[src/rtl/rtc_pkg.sv]
// rtc_pkg: shared constants, field widths and the 12 h display mapping
// for the rtc_timekeeper block.
//   SEC_W/MIN_W/HR_W      : widths of the seconds/minutes/hours fields
//   SEC_MAX/MIN_MAX/HR_MAX: terminal values of each time field
//   HR_NOON               : first afternoon hour (12)
package rtc_pkg;

    localparam int unsigned SEC_W = 6;
    localparam int unsigned MIN_W = 6;
    localparam int unsigned HR_W  = 5;

    localparam logic [SEC_W-1:0] SEC_MAX = 6'd59;
    localparam logic [MIN_W-1:0] MIN_MAX = 6'd59;
    localparam logic [HR_W-1:0]  HR_MAX  = 5'd23;
    localparam logic [HR_W-1:0]  HR_NOON = 5'd12;

    // 24 h -> 12 h: 0 -> 12, 1..12 unchanged, 13..23 -> 1..11.
    function automatic logic [HR_W-1:0] to_12h(input logic [HR_W-1:0] hr24);
        logic [HR_W-1:0] res;
        if (hr24 == '0) begin
            res = HR_NOON;
        end else if (hr24 > HR_NOON) begin
            res = hr24 - HR_NOON;
        end else begin
            res = hr24;
        end
        return res;
    endfunction

endpackage

[src/rtl/rtc_prescaler.sv]
// rtc_prescaler: divides clk down to one advance request per second.
// Ports:
//   clk   in  system clock, rising edge
//   rst_n in  asynchronous active-low reset
//   en    in  count enable; 0 holds the count
//   clear in  synchronous clear to 0 (wins over counting, acts regardless of en)
//   adv   out combinational, high while en=1 and the count is at PRESCALE-1
module rtc_prescaler #(
    parameter int unsigned PRESCALE = 100,
    parameter int unsigned PS_W     = (PRESCALE > 1) ? $clog2(PRESCALE) : 1
) (
    input  logic clk,
    input  logic rst_n,
    input  logic en,
    input  logic clear,
    output logic adv
);

    localparam logic [PS_W-1:0] TERM = PS_W'(PRESCALE - 1);

    logic [PS_W-1:0] cnt_q, cnt_d;

    assign adv = en && (cnt_q == TERM);

    always_comb begin
        cnt_d = cnt_q;
        if (clear) begin
            cnt_d = '0;
        end else if (en) begin
            cnt_d = adv ? '0 : cnt_q + 1'b1;
        end
    end

    always_ff @(posedge clk or negedge rst_n) begin
        if (!rst_n) begin
            cnt_q <= '0;
        end else begin
            cnt_q <= cnt_d;
        end
    end

endmodule

[src/rtl/rtc_timekeeper.sv]
// rtc_timekeeper: hh:mm:ss timekeeper with on-board second prescaler,
// range-checked time load, 12/24 h display and sticky hh:mm alarm.
// Ports:
//   clk, rst_n                     clock, asynchronous active-low reset
//   en                             count enable
//   set_valid, set_hr/min/sec      one-cycle time load request
//   mode_12h                       1 = disp_hr in 12 h form
//   alarm_en, alarm_hr/min         alarm arm and compare time
//   alarm_clr                      clears the sticky alarm flag
//   sec, min, hr                   current time (24 h)
//   disp_hr, pm                    display hour and afternoon flag
//   sec_tick, day_tick             registered advance / midnight strobes
//   set_err                        registered strobe for a rejected load
//   alarm                          sticky alarm flag
module rtc_timekeeper
    import rtc_pkg::*;
#(
    parameter int unsigned PRESCALE = 100,
    parameter int unsigned PS_W     = (PRESCALE > 1) ? $clog2(PRESCALE) : 1
) (
    input  logic             clk,
    input  logic             rst_n,
    input  logic             en,
    input  logic             set_valid,
    input  logic [HR_W-1:0]  set_hr,
    input  logic [MIN_W-1:0] set_min,
    input  logic [SEC_W-1:0] set_sec,
    input  logic             mode_12h,
    input  logic             alarm_en,
    input  logic [HR_W-1:0]  alarm_hr,
    input  logic [MIN_W-1:0] alarm_min,
    input  logic             alarm_clr,
    output logic [SEC_W-1:0] sec,
    output logic [MIN_W-1:0] min,
    output logic [HR_W-1:0]  hr,
    output logic [HR_W-1:0]  disp_hr,
    output logic             pm,
    output logic             sec_tick,
    output logic             day_tick,
    output logic             set_err,
    output logic             alarm
);

    logic [SEC_W-1:0] sec_q, sec_d;
    logic [MIN_W-1:0] min_q, min_d;
    logic [HR_W-1:0]  hr_q, hr_d;
    logic             sec_tick_q, day_tick_q, set_err_q, alarm_q, alarm_d;

    logic adv, set_ok, load, advance;
    logic sec_wrap, min_wrap, hr_wrap, alarm_hit;

    assign set_ok  = (set_hr <= HR_MAX) && (set_min <= MIN_MAX) && (set_sec <= SEC_MAX);
    assign load    = set_valid && set_ok;
    // A valid load swallows a coincident advance; a rejected load does not.
    assign advance = adv && !load;

    rtc_prescaler #(
        .PRESCALE (PRESCALE),
        .PS_W     (PS_W)
    ) u_prescaler (
        .clk   (clk),
        .rst_n (rst_n),
        .en    (en),
        .clear (load),
        .adv   (adv)
    );

    assign sec_wrap = (sec_q == SEC_MAX);
    assign min_wrap = (min_q == MIN_MAX);
    assign hr_wrap  = (hr_q == HR_MAX);

    always_comb begin
        sec_d = sec_q;
        min_d = min_q;
        hr_d  = hr_q;
        if (load) begin
            sec_d = set_sec;
            min_d = set_min;
            hr_d  = set_hr;
        end else if (advance) begin
            if (sec_wrap) begin
                sec_d = '0;
                if (min_wrap) begin
                    min_d = '0;
                    hr_d  = hr_wrap ? '0 : hr_q + 1'b1;
                end else begin
                    min_d = min_q + 1'b1;
                end
            end else begin
                sec_d = sec_q + 1'b1;
            end
        end
    end

    // Only an advance can trigger; landing on sec 0 means the seconds wrapped.
    assign alarm_hit = advance && alarm_en && sec_wrap &&
                       (min_d == alarm_min) && (hr_d == alarm_hr);

    always_comb begin
        alarm_d = alarm_q;
        if (alarm_hit) begin
            alarm_d = 1'b1;
        end else if (alarm_clr) begin
            alarm_d = 1'b0;
        end
    end

    always_ff @(posedge clk or negedge rst_n) begin
        if (!rst_n) begin
            sec_q      <= '0;
            min_q      <= '0;
            hr_q       <= '0;
            sec_tick_q <= 1'b0;
            day_tick_q <= 1'b0;
            set_err_q  <= 1'b0;
            alarm_q    <= 1'b0;
        end else begin
            sec_q      <= sec_d;
            min_q      <= min_d;
            hr_q       <= hr_d;
            sec_tick_q <= advance;
            day_tick_q <= advance && sec_wrap && min_wrap && hr_wrap;
            set_err_q  <= set_valid && !set_ok;
            alarm_q    <= alarm_d;
        end
    end

    assign sec      = sec_q;
    assign min      = min_q;
    assign hr       = hr_q;
    assign disp_hr  = mode_12h ? to_12h(hr_q) : hr_q;
    assign pm       = (hr_q >= HR_NOON);
    assign sec_tick = sec_tick_q;
    assign day_tick = day_tick_q;
    assign set_err  = set_err_q;
    assign alarm    = alarm_q;

endmodule
[config.mk]
export PLATFORM = sky130hd
export DESIGN_NAME = rtc_timekeeper
export DESIGN_NICKNAME = d
export VERILOG_FILES = /design/src/rtl/rtc_pkg.sv /design/src/rtl/rtc_prescaler.sv /design/src/rtl/rtc_timekeeper.sv
export SDC_FILE = /design/constraint.sdc
export NUM_CORES = 1
export LEC_CHECK = 0
export BUFFER_PORTS_ARGS = -buffer_cell sky130_fd_sc_hd__buf_2
export CAP_MARGIN = 10
export CORE_MARGIN = 5
export CORE_UTILIZATION = 51
export CTS_CLUSTER_SIZE = 12
export DETAILED_ROUTE_END_ITERATION = 12
export PLACE_DENSITY = 0.78
export SLEW_MARGIN = 20
export SYNTH_ARGS = -nofsm -noshare
export SYNTH_HDL_FRONTEND = slang
export SYNTH_HIERARCHICAL = 1
export SYNTH_SLANG_ARGS = --single-unit
[constraint.sdc]
create_clock -name clk -period 4.1 [get_ports clk]
set_clock_uncertainty 0.15 [all_clocks]
set_input_delay 0.41 -clock clk [delete_from_list [all_inputs] [get_ports clk]]
set_output_delay 0.41 -clock clk [all_outputs]
set_load 0.02 [all_outputs]
==> metrics, run 1 <==
result of the run=complete, but fails checks; failing checks=negative hold slack; Netlist Area Pre-Place=0.00191 sq mm; cell-by-cell listing of the critical path=or3b_1 > nor2_1 > nand3b_1 > or4_1 > or2_1 > a31oi_2 > xnor2_1 > nand2_1 > o32ai_1; total global routing track utilization=0.190; largest buffer count on any clock path=2; number of antenna violations at the first check in global routing=0; DRC errors left=0; first drt pass iteration count=4; area share of the largest cell type after synthesis=0.367; post-synthesis register bit count=28; type of the most critical hold path=input port to async pin; switching share of power=0.353; multiplexer fraction of the synthesized cell area=0.0262; die area=0.00506 sq mm; leading post-synthesis cells by cell area=sky130_fd_sc_hd__dfrtp_1 (37%), sky130_fd_sc_hd__a21oi_1 (5.2%), sky130_fd_sc_hd__ha_1 (5.2%); final critical-path share of the clock period=0.800; final number of max-transition violations=0; setup bufs post-CTS=0; via count=1893; Synth area leader=sky130_fd_sc_hd__dfrtp_1; number of standard-cell rows in the floorplan=22; layout cells sized above 1=0.243; Vias per Instance=5.70; wire length of the first global-routing pass=7.88 mm; clock transition at the registers of the reported paths=0.10 ns; largest net degree at the start of global routing=30; startpoint of the worst-slack reg-to-reg timing path=u_prescaler/cnt_q[2]; syn_area_per_cell=8.47 sq um; kind of end point of the critical path=flip-flop; YS warnings=6; critical path data arrival time=3.31 ns; worst-case setup slack after placement=0.922 ns; MaxCap Viol Count=0; Worst R2R Setup Slack=0.82 ns; RSZ-0062 raised after global routing=no; commonest non-fill, non-tap cells in the layout=sky130_fd_sc_hd__buf_2 (61), sky130_fd_sc_hd__dfrtp_1 (28), sky130_fd_sc_hd__nand2_1 (23), sky130_fd_sc_hd__nor2_1 (21), sky130_fd_sc_hd__a21oi_1 (20); vias in the first global route=1731; Initial DRC Count=104; Initial Util=0.525; area growth from synthesis to final layout=21.3%; Ant. Diodes=0; Critical R2R Capture=alarm; adder and majority gate portion of the synthesized area=0.0525; post-synthesis compound-gate area fraction=0.188; largest vdd supply drop=0.264 mV; sequential group share of total power=0.425; Buffers on Ports=61; Layout Cells excl Fill=332; largest stage delay on the critical path=0.58 ns; destination of the critical timing path=alarm; startpoint types=flip-flop; leakage power summed over all cells=1.06 nW; setup slack of the critical path after layout=0.820 ns; count of placed standard cells including taps=328; hold slack=-0.0126 ns; required time reported for the critical path endpoint=4.13 ns; die width=71.1 um; fraction of synthesis flops using an asynchronous set or reset pin=1.00; H-tree levels=1; GP Congestion=0.818; buffer type at the clock tree root=sky130_fd_sc_hd__clkbuf_8; post-route antenna net violation count=0; Die Span Y=71.1 um; Post-CTS Hold Fix Bufs=0; design internal power=0.000544 W; area share of and/or/nand/nor cells after synthesis=0.260; layout filler cell count=359; floorplan core area=0.00363 sq mm; DP HPWL=3.58 mm; TritonCTS Buffers=3; xor/xnor cell area share of the yosys netlist=0.0689; final critical path time including I/O delays and setup=3.28 ns; synthesized instance count=225; clock latency on the worst-skew pair=0.28 ns; Crit-path slowest cell=sky130_fd_sc_hd__or4_1; number of enable-type register cells in the synthesized netlist=0; pin slew with the least headroom to its limit=0.796 ns; power density over the cells=364 mW/mm^2; Post-Route Setup TNS=0 ns; largest fanout of any net on the critical path=8; overflow left after global routing=0; number of library cell types mapped by synthesis=47; hold violation count in the final report=28; aggregate routed wire length=4.72 mm; routed length per placed instance=14.2 um; dominant register cell in the synthesized netlist=sky130_fd_sc_hd__dfrtp_1; I/O Pins=62; R2R cell count=9; Crit. Startpoint=u_prescaler/cnt_q[2]; power share of the combinational group=0.310; final std cell area, no fill=0.00231 sq mm; share of the yosys chip area belonging to registers=0.367; Setup Viol. Count Final=0; Post-Synthesis Net Count=268; Max Fclk=305 MHz; dominant combinational cell family by area after synthesis=simple AND/OR/NAND/NOR gates; most common cell after layout, fill and taps aside=sky130_fd_sc_hd__buf_2; Critical Setup Path Class=flip-flop to flip-flop; TritonCTS clock tree=built; clock sinks=28; power share of the clock group=0.265; area after detailed placement=0.00224 sq mm; total net switching power=0.000297 W; Final nets=328; worst max-slew margin expressed relative to the limit=0.469; number of gates resized after CTS=0
-- cell usage after synthesis (all sizes together), types with 5 or more instances --
library cell,n
a21oi,20
a31oi,5
dfrtp,28
ha,8
inv,8
mux2i,5
nand2,24
nand3,10
nand4,10
nor2,21
nor3,7
o21ai,17
xnor2,10
xor2,5
-- final cells by class --
| cell class | count | area (sq um) | area share |
|---|---|---|---|
| multi-input combinational | 182 | 1140 | 0.492 |
| clock inverter | 1 | 30.0 | 0.0130 |
| clock buffer | 3 | 41.3 | 0.0179 |
| timing repair buffer | 62 | 313 | 0.135 |
| sequential | 28 | 701 | 0.303 |
| tap | 48 | 60.1 | 0.0260 |
| inverter | 8 | 30.0 | 0.0130 |
-- worst min-delay path by stage --
stage,slack [ns],startpoint,end
after floorplan,-0.04,rst_n,alarm
after global placement,0.32,rst_n,u_prescaler/cnt_q[0]
after detailed placement,0.32,rst_n,u_prescaler/cnt_q[0]
after CTS,0.009,rst_n,u_prescaler/cnt_q[2]
after global routing,0.03,rst_n,u_prescaler/cnt_q[1]
final,-0.01,rst_n,u_prescaler/cnt_q[0]
-- sequential cells by signal, summed over array words and instances, names as in the netlist --
name,cells
min,6
set_err,1
u_prescaler/cnt_q,7
sec_tick,1
day_tick,1
sec,6
alarm,1
hr,5
-- metal layers --
layer / global-route usage / vias to the layer above / part of all wire
met5: 0 / - / 0
met4: 0.0501 / 0 / 0.011
met3: 0.0341 / 5 / 0.054
met2: 0.327 / 48 / 0.50
met1: 0.246 / 897 / 0.44
li1: - / 943 / -
-- critical path, delay by kind of cell (launching register included) --
kind / cells / cell delay (ns)
AOI/OAI and AO/OA: 2 / 0.49
xor gates and xnor gates: 1 / 0.13
and+or+nand+nor: 6 / 1.96
DFF: 1 / 0.45
-- cell families (layout without fill, tap and decap cells) --
| group | Yosys count | count (layout) |
|---|---|---|
| and+or+nand+nor | 96 | 96 |
| muxes | 5 | 5 |
| adders and majority gates | 8 | 8 |
| buffers and inverters | 15 | 74 |
| DFF | 28 | 28 |
| AOI/OAI and AO/OA | 58 | 58 |
| xor gates and xnor gates | 15 | 15 |
-- power groups by stage --
| stage | logic [W] | clock network [W] | registers (W) |
|---|---|---|---|
| after CTS | 0.000263 | 0.000227 | 0.000356 |
| after global placement | 0.000260 | 0 | 0.000360 |
| after detailed placement | 0.000262 | 0 | 0.000361 |
| after floorplan | 0.000153 | 0 | 0.000376 |
| final | 0.000260 | 0.000223 | 0.000357 |
| after global routing | 0.000291 | 0.000236 | 0.000365 |
-- through the flow --
stage / total power [W] / utilization / hold WS, ns
final: 0.000841 / 0.636 / -0.0126
after global routing: 0.000892 / 0.636 / 0.0338
after CTS: 0.000846 / 0.636 / 0.00919
after detailed placement: 0.000622 / 0.617 / 0.325
after global placement: 0.000620 / 0.617 / 0.319
after floorplan: 0.000529 / - / -0.0356
Note: power is estimated with default switching activity, not from simulation.
==> run 2: changes to the inputs <==
==> constraint.sdc (replaced) <==
create_clock -name clk -period 3.35 [get_ports clk]
set_clock_uncertainty 0.15 [all_clocks]
set_input_delay 0.335 -clock clk [delete_from_list [all_inputs] [get_ports clk]]
set_output_delay 0.335 -clock clk [all_outputs]
set_load 0.02 [all_outputs]
==> run 2 against run 1 <==
  * The run now ends clean
  * Critical endpoint unchanged
  * Total power rose by 22%
  * Sequential share of layout area fell by 0.32 points
  * First-iteration DRC count fell by 38%
  * Sequential power rose by 22%
  * Clock power rose by 18%
  * Largest power group unchanged
==> metrics, run 2 (same netlist as run 1, synthesis figures left out) <==
critical path data arrival time=3.00 ns; kind of end point of the critical path=flip-flop; clock transition at the registers of the reported paths=0.09 ns; most common cell after layout, fill and taps aside=sky130_fd_sc_hd__buf_2; Worst R2R Setup Slack=0.38 ns; detailed-routing wirelength on met1=2.05 mm; largest stage delay on the critical path=0.55 ns; Buffers on Ports=61; number of flip-flops under the largest register name=7; DP HPWL=3.69 mm; number of standard-cell rows in the floorplan=22; Setup Viol. Count Final=0; RSZ-0062 raised after global routing=no; required time reported for the critical path endpoint=3.38 ns; Die Span Y=71.1 um; register ranked first by flip-flop count=u_prescaler/cnt_q; GP Congestion=0.848; Final nets=331; hold violation count in the final report=0; number of gates resized after CTS=0; area growth from synthesis to final layout=22.6%; Crit-path slowest cell=sky130_fd_sc_hd__or4_1; number of antenna violations at the first check in global routing=0; Initial DRC Count=65; type of the most critical hold path=input port to flip-flop; buffer type at the clock tree root=sky130_fd_sc_hd__clkbuf_8; layout cells sized above 1=0.247; Critical Setup Path Class=flip-flop to flip-flop; I/O Pins=62; Post-Route Setup TNS=0 ns; Ant. Diodes=0; final number of max-transition violations=0; Vias per Instance=5.50; final critical-path share of the clock period=0.887; wire length of the first global-routing pass=7.89 mm; total global routing track utilization=0.193; layout filler cell count=336; clock sinks=28; largest vdd supply drop=0.236 mV; cell-by-cell listing of the critical path=or3b_1 > nor2_1 > nand3b_1 > or4_1 > or2_1 > a31oi_2 > xnor2_1 > nand2_1 > o32ai_1; final critical path time including I/O delays and setup=2.97 ns; first drt pass iteration count=4; switching share of power=0.347; design internal power=0.000668 W; largest net degree at the start of global routing=29; setup bufs post-CTS=0; sequential group share of total power=0.427; Post-CTS Hold Fix Bufs=1; vias in the first global route=1678; startpoint types=flip-flop; Max Fclk=337 MHz; result of the run=complete, no violations; routed length per placed instance=14.0 um; leakage power summed over all cells=1.08 nW; die width=71.1 um; Initial Util=0.525; largest fanout of any net on the critical path=6; worst max-slew margin expressed relative to the limit=0.604; H-tree levels=1; DRC errors left=0; area used by multi-input combinational logic=0.00114 sq mm; wire length on met2=2.36 mm; routed length on met3=220 um; TritonCTS Buffers=3; top routing layer used=met4; die area=0.00506 sq mm; power density over the cells=437 mW/mm^2; floorplan core area=0.00363 sq mm; power share of the combinational group=0.315; overflow left after global routing=0; largest buffer count on any clock path=2; power share of the clock group=0.258; TritonCTS clock tree=built; area used by sequential logic in the layout=701 sq um; via count=1843; hold slack=0.0845 ns; CP top delay family=simple AND/OR/NAND/NOR gates; pin slew with the least headroom to its limit=0.594 ns; commonest non-fill, non-tap cells in the layout=sky130_fd_sc_hd__buf_2 (61), sky130_fd_sc_hd__dfrtp_1 (28), sky130_fd_sc_hd__nand2_1 (23), sky130_fd_sc_hd__nor2_1 (21), sky130_fd_sc_hd__a21oi_1 (20); aggregate routed wire length=4.69 mm; post-route antenna net violation count=0; clock latency on the worst-skew pair=0.27 ns; MaxCap Viol Count=0; number of buffers and inverters on the critical path=0; total net switching power=0.000355 W
-- run 2: cell count changes in the layout (fill, tap and decap cells not counted) --
cell | previous run | this run
sky130_fd_sc_hd__buf_4 | 1 | 3
sky130_fd_sc_hd__dlygate4sd3_1 | 0 | 1
-- run 2: metal layers --
| metal | GRT usage | vias up |
|---|---|---|
| met2 | 0.321 | 39 |
| met1 | 0.253 | 851 |
| met3 | 0.0327 | 4 |
| met4 | 0.0605 | 0 |
| met5 | 0 | - |
| li1 | - | 949 |
-- run 2: area by class of cell --
| cell class | instances | share of cell area |
|---|---|---|
| Sequential cell | 28 | 0.300 |
| Clock inverter | 1 | 0.0128 |
| Clock buffer | 3 | 0.0177 |
| Tap cell | 48 | 0.0257 |
| Timing Repair Buffer | 65 | 0.145 |
| Inverter | 8 | 0.0128 |
| Multi-Input combinational cell | 182 | 0.487 |
-- run 2: final timing paths --
path | from | to | cells after the start
worst max register to register | u_prescaler/cnt_q[2] | alarm | 9
min in group asynchronous | rst_n | u_prescaler/cnt_q[1] | 2
worst min register to register | u_prescaler/cnt_q[6] | u_prescaler/cnt_q[6] | 2
worst max-delay path | u_prescaler/cnt_q[2] | alarm | 9
max in group asynchronous | rst_n | hr[1] | 2
worst min-delay path | alarm_clr | alarm | 2
-- run 2: power groups by stage --
| stage | sequential, W | combinational [W] | clock (W) |
|---|---|---|---|
| 2_1_floorplan | 0.000461 | 0.000187 | 0 |
| 3_3_place_gp | 0.000440 | 0.000320 | 0 |
| 3_5_place_dp | 0.000442 | 0.000322 | 0 |
| 4_1_cts | 0.000436 | 0.000325 | 0.000270 |
| 5_1_grt | 0.000447 | 0.000357 | 0.000283 |
| 6_report | 0.000437 | 0.000322 | 0.000264 |
-- run 2: stage by stage --
| stage | setup slack (ns) | instances | total power (W) | util | area [sq um] |
|---|---|---|---|---|---|
| after global routing | 0.108 | 335 | 0.00109 | 0.643 | 2340 |
| after floorplan | 0.401 | 225 | 0.000648 | - | 1910 |
| final | 0.379 | 335 | 0.00102 | 0.643 | 2340 |
| after global placement | 0.497 | 330 | 0.000760 | 0.621 | 2260 |
| after CTS | 0.381 | 335 | 0.00103 | 0.643 | 2340 |
| after detailed placement | 0.384 | 330 | 0.000764 | 0.621 | 2260 |
==> run 3: changes to the inputs <==
--- a/config.mk
+++ b/config.mk
@@ -8,10 +8,10 @@
 export BUFFER_PORTS_ARGS = -buffer_cell sky130_fd_sc_hd__buf_2
 export CAP_MARGIN = 10
 export CORE_MARGIN = 5
-export CORE_UTILIZATION = 51
+export CORE_UTILIZATION = 37
 export CTS_CLUSTER_SIZE = 12
 export DETAILED_ROUTE_END_ITERATION = 12
-export PLACE_DENSITY = 0.78
+export PLACE_DENSITY = 0.59
 export SLEW_MARGIN = 20
 export SYNTH_ARGS = -nofsm -noshare
 export SYNTH_HDL_FRONTEND = slang
==> run 3 against run 2 <==
  * Clock power up 3%
  * Fmax fell by 1.7%
  * Die area increased by 32%
==> metrics, run 3 (same netlist as run 1, synthesis figures left out) <==
number of standard-cell rows in the floorplan=26; final number of max-transition violations=0; startpoint of the worst-slack reg-to-reg timing path=u_prescaler/cnt_q[0]; Initial DRC Count=113; area growth from synthesis to final layout=24.1%; via count=1853; wire length on met2=2.42 mm; wire length of the first global-routing pass=8.34 mm; number of buffers and inverters on the critical path=0; I/O Pins=62; largest fanout of any net on the critical path=6; pin slew with the least headroom to its limit=0.637 ns; final critical-path share of the clock period=0.902; hold violation count in the final report=0; largest net degree at the start of global routing=29; Initial Util=0.378; DRC errors left=0; critical path data arrival time=3.06 ns; worst max-slew margin expressed relative to the limit=0.575; Ant. Diodes=0; number of antenna violations at the first check in global routing=0; RSZ-0062 raised after global routing=no; largest vdd supply drop=0.166 mV; MaxCap Viol Count=0; startpoint types=flip-flop; Die Span Y=81.8 um; layout cells sized above 1=0.251; die area=0.00669 sq mm; Max Fclk=331 MHz; clock sinks=28; type of the most critical hold path=input port to flip-flop; floorplan core area=0.00504 sq mm; Layout Cells excl Fill=357; routed length on met3=235 um; first drt pass iteration count=4; Buffers on Ports=61; Post-Route Setup TNS=0 ns; area used by sequential logic in the layout=701 sq um; result of the run=complete, no violations; kind of end point of the critical path=flip-flop; largest stage delay on the critical path=0.55 ns; vias in the first global route=1762; count of placed standard cells including taps=352; area used by multi-input combinational logic=0.00114 sq mm; setup bufs post-CTS=0; overflow left after global routing=0; DP HPWL=3.80 mm; Crit. Startpoint=u_prescaler/cnt_q[0]; CP top delay family=simple AND/OR/NAND/NOR gates; beginning of the worst hold path=alarm_clr; routed length per placed instance=13.8 um; buffer type at the clock tree root=sky130_fd_sc_hd__clkbuf_8; leakage power summed over all cells=1.08 nW; Crit-path slowest cell=sky130_fd_sc_hd__or4_1; Setup Viol. Count Final=0; commonest non-fill, non-tap cells in the layout=sky130_fd_sc_hd__buf_2 (61), sky130_fd_sc_hd__dfrtp_1 (28), sky130_fd_sc_hd__nand2_1 (23), sky130_fd_sc_hd__nor2_1 (20), sky130_fd_sc_hd__a21oi_1 (20); required time reported for the critical path endpoint=3.39 ns; detailed-routing wirelength on met1=2.23 mm; total global routing track utilization=0.159; clock latency on the worst-skew pair=0.28 ns; top routing layer used=met4; number of flip-flops under the largest register name=7; cell-by-cell listing of the critical path=ha_1 > nand4b_1 > nor2_2 > nand3b_1 > or4_1 > or2_1 > a31oi_2 > xnor2_1 > nand2_1 > o32ai_1; H-tree levels=1; TritonCTS Buffers=3; power density over the cells=435 mW/mm^2; GP Congestion=0.774; aggregate routed wire length=4.94 mm; Vias per Instance=5.19; largest buffer count on any clock path=2; register ranked first by flip-flop count=u_prescaler/cnt_q; most common cell after layout, fill and taps aside=sky130_fd_sc_hd__buf_2; Critical Setup Path Class=flip-flop to flip-flop; post-route antenna net violation count=0; die width=81.8 um; final critical path time including I/O delays and setup=3.02 ns; TritonCTS clock tree=built; clock transition at the registers of the reported paths=0.10 ns; Final nets=331; layout filler cell count=525
## run 3: cell counts in the layout (fill, tap and decap cells not counted)
Identical to the previous run, type by type.
## run 3: what timing repair did
| action | in CTS | in global routing |
|---|---|---|
| gates resized for setup | 0 | 1 |
| endpoints found under the setup margin | 0 | 1 |
| hold buffers | 1 | 0 |
| endpoints found under the hold margin | 28 | 0 |
## run 3: final cells by class
type	instances	share of cell area
multi-input combinational	182	0.481
tap	70	0.0370
clock buffer	3	0.0174
sequential	28	0.296
timing repair buffer	65	0.143
clock inverter	1	0.0127
inverter	8	0.0127
## run 3: layer usage
metal  track usage  vias to the layer above
met5             0                        -
met4        0.0498                        0
met3        0.0252                        7
met2         0.263                       40
met1         0.213                      856
li1              -                      950
## run 3: worst paths after layout
kind | endpoint | slack [ns] | depth (start not counted)
max | alarm | 0.33 | 10
min | alarm | 0.09 | 2
max reg2reg | alarm | 0.33 | 10
min reg2reg | alarm | 0.40 | 2
max in group asynchronous | min[1] | 2.18 | 2
min in group asynchronous | set_err | 0.46 | 2
## run 3: through the flow
| step | utilization | power [W] | hold WS, ns | worst slack (ns) | area, sq um |
|---|---|---|---|---|---|
| finish | 0.469 | 0.00103 | 0.0855 | 0.328 | 2370 |
| global route | 0.469 | 0.00111 | 0.0780 | 0.0436 | 2370 |
| CTS | 0.469 | 0.00104 | 0.0812 | 0.210 | 2360 |
| detailed placement | 0.453 | 0.000765 | 0.256 | 0.235 | 2280 |
| global placement | 0.453 | 0.000764 | 0.259 | 0.330 | 2280 |
| floorplan | - | 0.000648 | -0.111 | 0.401 | 1910 |
## run 3: power breakdown
| group | internal [W] | switching [W] |
|---|---|---|
| logic | 0.000132 | 0.000188 |
| registers | 0.000375 | 0.0000612 |
| clock network | 0.000160 | 0.000113 |
